File: config.mk
export PLATFORM = sky130hd
export DESIGN_NAME = datapath_sequencer
export DESIGN_NICKNAME = d
export VERILOG_FILES = /design/src/rtl/datapath_sequencer.sv
export SDC_FILE = /design/constraint.sdc
export NUM_CORES = 1
export LEC_CHECK = 0
export ABC_AREA = 1
export CAP_MARGIN = 10
export CORE_MARGIN = 3
export CORE_UTILIZATION = 44
export DETAILED_ROUTE_END_ITERATION = 8
export GPL_ROUTABILITY_DRIVEN = 0
export PLACE_DENSITY = 0.91
export SYNTH_ARGS = -nofsm -noshare
export SYNTH_HDL_FRONTEND = slang
export SYNTH_SLANG_ARGS = --single-unit
File: constraint.sdc
create_clock -name clk -period 1.9 [get_ports clk]
set_input_delay 0.285 -clock clk [delete_from_list [all_inputs] [get_ports clk]]
set_output_delay 0.285 -clock clk [all_outputs]
set_load 0.1 [all_outputs]
File: src/rtl/datapath_sequencer.sv
// Program sequencer for the 16-bit register-file/ALU datapath: preloads the
// register file from instruction memory, then fetches and issues program words until halt.
module datapath_sequencer #(
    parameter int         PC_WIDTH = 8,
    parameter int         NUM_REGS = 16,
    parameter logic [3:0] INIT_OP  = 4'h0,
    parameter logic [3:0] HALT_OP  = 4'hF
) (
    input  logic                clk,
    input  logic                reset,
    input  logic                start,
    input  logic                stall,
    output logic [PC_WIDTH-1:0] imem_addr,
    output logic                imem_rd,
    input  logic [15:0]         imem_data,
    output logic [15:0]         Instruction,
    output logic                InitSel,
    output logic [15:0]         DataInit,
    output logic [PC_WIDTH-1:0] pc,
    output logic [15:0]         instr_count,
    output logic                busy,
    output logic                done,
    output logic                err
);

    typedef enum logic [2:0] {
        S_IDLE,
        S_INIT_RD,
        S_INIT_WR,
        S_FETCH,
        S_EXEC,
        S_HALT
    } state_t;

    localparam logic [3:0]          LAST_IDX  = 4'(NUM_REGS - 1);
    localparam logic [PC_WIDTH-1:0] PROG_BASE = PC_WIDTH'(NUM_REGS);
    localparam logic [PC_WIDTH-1:0] PC_MAX    = '1;
    localparam logic [15:0]         HALT_WORD = {HALT_OP, 12'h000};

    state_t              state_reg, state_next;
    logic [PC_WIDTH-1:0] pc_reg, pc_next;
    logic [3:0]          idx_reg, idx_next;
    logic [15:0]         count_reg, count_next;
    logic                err_reg, err_next;

    always_ff @(posedge clk or posedge reset) begin
        if (reset) begin
            state_reg <= S_IDLE;
            pc_reg    <= '0;
            idx_reg   <= '0;
            count_reg <= '0;
            err_reg   <= 1'b0;
        end else begin
            state_reg <= state_next;
            pc_reg    <= pc_next;
            idx_reg   <= idx_next;
            count_reg <= count_next;
            err_reg   <= err_next;
        end
    end

    always_comb begin
        state_next  = state_reg;
        pc_next     = pc_reg;
        idx_next    = idx_reg;
        count_next  = count_reg;
        err_next    = err_reg;
        imem_addr   = '0;
        imem_rd     = 1'b0;
        Instruction = HALT_WORD;
        InitSel     = 1'b1;
        DataInit    = 16'h0000;
        busy        = 1'b0;
        done        = 1'b0;

        case (state_reg)
            S_IDLE, S_HALT: begin
                done = (state_reg == S_HALT);
                if (start) begin
                    state_next = S_INIT_RD;
                    idx_next   = '0;
                    count_next = '0;
                    err_next   = 1'b0;
                end
            end
            S_INIT_RD: begin
                busy       = 1'b1;
                imem_rd    = 1'b1;
                imem_addr  = PC_WIDTH'(idx_reg);
                state_next = S_INIT_WR;
            end
            S_INIT_WR: begin
                // Register file captures DataInit on the edge that ends this cycle
                busy        = 1'b1;
                Instruction = {INIT_OP, idx_reg, 8'h00};
                InitSel     = 1'b0;
                DataInit    = imem_data;
                if (idx_reg == LAST_IDX) begin
                    state_next = S_FETCH;
                    pc_next    = PROG_BASE;
                end else begin
                    idx_next   = idx_reg + 4'd1;
                    state_next = S_INIT_RD;
                end
            end
            S_FETCH: begin
                busy = 1'b1;
                if (!stall) begin
                    imem_rd    = 1'b1;
                    imem_addr  = pc_reg;
                    state_next = S_EXEC;
                end
            end
            S_EXEC: begin
                // Stall is not consulted here: an issued word always completes
                busy        = 1'b1;
                Instruction = imem_data;
                if (imem_data[15:12] == HALT_OP) begin
                    state_next = S_HALT;
                end else begin
                    if (count_reg != 16'hFFFF)
                        count_next = count_reg + 16'd1;
                    if (pc_reg == PC_MAX) begin
                        err_next   = 1'b1;
                        state_next = S_HALT;
                    end else begin
                        pc_next    = pc_reg + 1'b1;
                        state_next = S_FETCH;
                    end
                end
            end
            default: state_next = S_IDLE;
        endcase
    end

    assign pc          = pc_reg;
    assign instr_count = count_reg;
    assign err         = err_reg;

endmodule
==> results of run 1 <==
==> report_power, final <==
| group | total, mW | internal, mW | switching [mW] | leakage [nW] |
|---|---|---|---|---|
| registers | 0.940 | 0.790 | 0.150 | 0.399 |
| logic | 5.83 | 1.85 | 3.98 | 1.43 |
| clock network | 0.687 | 0.388 | 0.299 | 0.0541 |
==> logic make-up after synthesis <==
kind of cell / count (synthesis)
AOI/OAI and AO/OA: 53
xor gates and xnor gates: 2
adders and majority gates: 3
buffers and inverters: 65
DFF: 32
and+or+nand+nor: 200
==> repair_timing <==
| item | CTS | global route |
|---|---|---|
| setup endpoints to repair | 43 | 66 |
| resized for setup | 14 | 9 |
| buffers inserted | 10 | 2 |
| cloned | 0 | 2 |
| pin swaps | 4 | 3 |
| endpoints found under the hold margin | 0 | 0 |
==> layout make-up <==
class,instances,area [µm²],area share [%]
inverters,55,214.0,4.872
multi-input cells,259,1638,37.29
flip-flops and latches,32,832.0,18.95
clock inverters,3,42.54,0.9687
clock buffers,5,68.82,1.567
well taps,67,83.83,1.909
repair buffers,109,1513,34.44
==> critical path: cells and delay by family, from the launching register on <==
| kind | cells | cell delay, ps |
|---|---|---|
| AO/OA/AOI/OAI | 1 | 240 |
| flip-flops | 1 | 410 |
| AND/OR/NAND/NOR | 2 | 290 |
| buffers and inverters | 3 | 530 |
==> worst max path at each step <==
| stage | start | endpoint | slack (ps) | depth (start not counted) |
|---|---|---|---|---|
| floorplan | state_reg[0]$_DFFE_PP0P_ | Instruction[12] | -260 | 6 |
| global placement | stall | imem_addr[3] | 30 | 4 |
| detailed placement | stall | imem_addr[3] | 1 | 4 |
| CTS | state_reg[2]$_DFFE_PP0P_ | imem_addr[2] | -10 | 5 |
| global route | state_reg[2]$_DFFE_PP0P_ | imem_addr[3] | -180 | 6 |
| finish | state_reg[2]$_DFFE_PP0P_ | imem_addr[3] | -170 | 6 |
==> per-layer routing <==
| layer | up-vias | track usage, % |
|---|---|---|
| met5 | - | 0 |
| met4 | 0 | 16.43 |
| met3 | 118 | 10.32 |
| met2 | 359 | 57.02 |
| met1 | 1483 | 36.46 |
| li1 | 1339 | - |
==> synth_stat cells <==
master,n
clkbuf_1,1
nor3b_1,1
o21bai_1,4
inv_1,51
nand3_2,2
dfrtp_1,32
buf_4,1
buf_6,2
buf_2,4
o211ai_1,1
buf_1,2
nand2_2,4
o22ai_1,8
a21oi_1,8
xor2_1,1
nand3_1,28
nor2_1,59
o21ai_2,3
nor2_2,3
nand4_1,8
nand2_4,1
inv_2,4
nand2_1,87
o21ai_0,17
xnor2_1,1
o21ai_1,11
ha_1,3
nor2_4,4
nor3_1,1
or2_2,2
o31ai_1,1
==> through the flow <==
step / hold slack [ps] / setup WS (ps) / setup TNS [ps] / power, mW / area [µm²]
3_3_place_gp: 516.6 / 31.48 / 0 / 5.976 / 4080
2_1_floorplan: 400.0 / -257.1 / -4216 / 4.473 / 2686
3_5_place_dp: 519.4 / 1.111 / 0 / 6.099 / 4080
5_1_grt: 437.1 / -178.1 / -4511 / 7.602 / 4392
6_report: 371.5 / -166.1 / -3142 / 7.459 / 4392
4_1_cts: 404.7 / -12.61 / -12.73 / 7.006 / 4314
==> qor.yml, run 1 <==
grt.overflow.total: 0
cts_max_level: 2
die_h_um: 78.43
fmax_mhz: 484.0
dr.pass1.iters: 9
grt.total_usage_pct: 32.99
largest_register_ffs: 16
ir_drop_mv: 1.590
synth_top_area_cell: "dfrtp_1"
worstReg2RegEnd: "instr_count[15]$_DFFE_PP0P_"
n_fill_cell: 192
layout-drive-gt1-share_pct: 41.68
cts.reportedPaths.clkPinSlew_ps: 80
worstPathRequired_ps: 1620
skew_ps: 7.687
drt_iter0_drc: 571
cts_sinks: 32
finalCritPeriodShare_pct: 108.7
crit_chain: "inv_2, nand2_1, inv_1, nand2_4, o22ai_4, buf_12"
placedCellCount: 509
synth_area_per_cell_um2: 6.503
wirelength_mm: 11.05
grt_pass1_wl_mm: 16.16
nNetsFinal: 485
m1WireLength_mm: 3.539
ioPinCount: 89
met3_length_mm: 1.413
synthesis.instances: 355
setup_violations: 42
slowest_stage: "dfrtp_1"
ctsHoldBuffers: 0
yosys_warnings: 0
antennaDiodeCount: 0
cts_made_buffers: 5
io_buffers: 88
routed-via-count: 3299
dp_hpwl_mm: 6.140
timing.rr.start: "state_reg[1]$_DFFE_PP0P_"
synth_fa_ha_area_share_pct: 1.626
synth_seq_cells: 32
synth_seq_area_share_pct: 34.69
tightest_slew_ps: 429.9
clk_latency_ps: 300
dieArea_um2: 6151
drv_slew: 0
cp_slowest_stage_delay_ps: 410
cts_tree: "done"
synth_compound_area_share_pct: 13.06
critical_path.max_fanout: 7
mostFrequentLayoutCell: "nand2_1"
synth_top_family_by_area: "simple AND/OR/NAND/NOR gates"
status: "complete, but fails checks"
synth.area.top_cells: "dfrtp_1 (35%), nand2_1 (14%), nor2_1 (9.6%)"
drc: 2
final_cell_mix: "nand2_1 (82), buf_12 (50), inv_1 (49)"
report.final.hold_viol_count: 0
worst_setup_path_start_kind: "register"
wl_met2_mm: 5.332
grt_start_max_net_pins: 33
first_global_vias: 3285
layout.cells.non_filler: 530
netlist_area_um2: 2308
start_util_pct: 47.31
yosys.area_share.simple_pct: 38.27
post-route-util_pct: 90.00
antenna_found_initial: 0
drv_cap: 0
synth-xor-area-share_pct: 0.7588
synth_mux_area_share_pct: 0
routedWlPerCell_um: 20.85
coreArea_um2: 4880
violations: "DRC, setup timing"
ys_types: 31
worst-setup-path-type: "reg -> out"
root_buffer: "clkbuf_8"
die_w_um: 78.43
r2r_slack_ps: 0
rows: 25
routed_via_density: 6.225
clockBufferDepth: 2
synth_nets: 378
rsz0062_at_grt: "yes"
hold_class: "in -> async"
fin_ws_ps: -166.1
dr.max_layer_used: "met4"
crit_path_end_kind: "output port"
rr_worst_depth: 9
cp.arrival_ps: 1780
min_period_ps: 2066
powerDensity_nw_per_um2: 1698
areaGrowthSynthToFinish_pct: 90.24
ant_nets: 0
yosysTopAreaCellShare_pct: 34.69
slew_headroom_pct: 71.34
leakage_nw: 1.882
Power figures use the tool's default switching activity.
==> run 2: changes to the inputs <==
- CORE_ASPECT_RATIO: unset -> 0.75
- GPL_ROUTABILITY_DRIVEN: 0 -> unset
==> qor.yml, run 2 (same netlist as run 1, synthesis figures left out) <==
grt.total_usage_pct: 32.46
critical_path.max_fanout: 8
violations: "setup timing"
first_global_vias: 3068
dr.pass1.iters: 6
nNetsFinal: 487
placedCellCount: 514
cts_made_buffers: 5
cts.reportedPaths.clkPinSlew_ps: 70
areaGrowthSynthToFinish_pct: 89.59
ctsHoldBuffers: 0
min_period_ps: 2052
largest_register_ffs: 16
powerDensity_nw_per_um2: 1667
worst_setup_path_start_kind: "register"
cts_tree: "done"
grt_start_max_net_pins: 33
worstPathRequired_ps: 1620
layout-drive-gt1-share_pct: 41.51
ir_drop_mv: 1.447
cp_slowest_stage_delay_ps: 440
finalCritPeriodShare_pct: 108.0
wirelength_mm: 10.57
status: "complete, but fails checks"
cp-startpoint: "state_reg[0]$_DFFE_PP0P_"
worst-setup-path-type: "reg -> out"
mostFrequentLayoutCell: "nand2_1"
cts_sinks: 32
io_buffers: 88
slew_headroom_pct: 71.03
crit_family: "buffers and inverters"
final_cell_mix: "nand2_1 (83), inv_1 (48), buf_12 (48)"
leakage_nw: 1.875
die_w_um: 89.64
fin_total_pwr_mw: 7.295
antenna_found_initial: 0
dieArea_um2: 6161
grt.overflow.total: 0
ant_nets: 0
slowest_stage: "dfrtp_2"
clockBufferDepth: 2
antennaDiodeCount: 0
dp_hpwl_mm: 6.078
routedWlPerCell_um: 19.68
layout.cells.non_filler: 537
report.final.hold_viol_count: 0
fin_ws_ps: -152.5
n_fill_cell: 197
ioPinCount: 89
fmax_mhz: 487.2
coreArea_um2: 4982
hold_class: "in -> async"
die_h_um: 68.73
rsz0062_at_grt: "yes"
setup_violations: 39
critPathBufInv: 4
routed-via-count: 3195
routed_via_density: 5.950
timing.rr.start: "state_reg[0]$_DFFE_PP0P_"
cp.arrival_ps: 1770
crit_path_end_kind: "output port"
crit_chain: "inv_2, nand2_2, nor2_4, inv_6, buf_4, nand3_1, buf_12"
root_buffer: "clkbuf_8"
clk_latency_ps: 290
drc: 0
skew_ps: 4.824
gp_congestion: 0.9052
grt_pass1_wl_mm: 15.15
tightest_slew_ps: 432.9
start_util_pct: 46.33
rows: 22
drv_slew: 0
drv_cap: 0
cts_max_level: 2
drt_iter0_drc: 653
-- run 2: where the power goes --
part           switching [mW]  leakage (nW)  internal (mW)  total [mW]
registers               0.122         0.399          0.791       0.913
clock network           0.267        0.0422          0.257       0.524
logic                    3.99          1.43           1.87        5.86
total                    4.37          1.88           2.92        7.30
-- run 2: worst paths after layout --
check | to | slack (ps) | cells past startpoint
hold reg to reg | instr_count[11]$_DFFE_PP0P_ | 550 | 2
hold / removal | pc[5]$_DFFE_PP0P_ | 390 | 3
setup reg to reg | instr_count[15]$_DFFE_PP0P_ | -20 | 10
max in group asynchronous | instr_count[1]$_DFFE_PP0P_ | 1180 | 3
min in group clk | instr_count[11]$_DFFE_PP0P_ | 550 | 2
setup / recovery | busy | -150 | 7
-- run 2: final cells by class --
cell class,instances,area (µm²),share of cell area [%]
Clock buffer,7,76.32,1.744
Clock inverter,1,5.005,0.1144
Inverter,55,214.0,4.889
Multi-Input combinational cell,259,1637,37.39
Sequential cell,32,832.0,19.01
Tap cell,72,90.09,2.058
Timing Repair Buffer,111,1523,34.79
-- run 2: metrics by stage --
stage	utilization [%]	setup TNS [ps]	setup slack (ps)	hold WS, ps	area (µm²)
2_1_floorplan	-	-4216	-257.1	400.0	2686
3_3_place_gp	81.77	0	30.25	510.7	4074
3_5_place_dp	81.77	0	3.428	518.4	4074
4_1_cts	86.11	-102.8	-34.91	408.1	4290
5_1_grt	87.85	-3693	-163.0	437.9	4377
6_report	87.85	-2071	-152.5	388.8	4377
-- run 2: worst reg2reg max path: stages (launching register included) --
cell and delay (ps):
dfrtp_2 440, inv_2 100, nand2_2 90, nor2_4 160, buf_4 290, nand2_1 150
nand2_1 150, nor2_4 70, nand2_8 170, nand2_1 120, nand2_1 110
-- run 2: timing repair --
action                                  4_1_cts  5_1_grt
resized for setup                            12        9
setup buffers                                10        2
cloned                                        1        2
endpoints found under the setup margin       41       52
pin swaps                                     5        6
-- run 2: routing by layer --
layer	vias to the layer above	share of wire [%]	track usage (%)
met5	-	0	0
met4	0	7.3	15.06
met3	106	13	11.05
met2	307	46	55.66
met1	1440	34	36.50
li1	1342	-	-
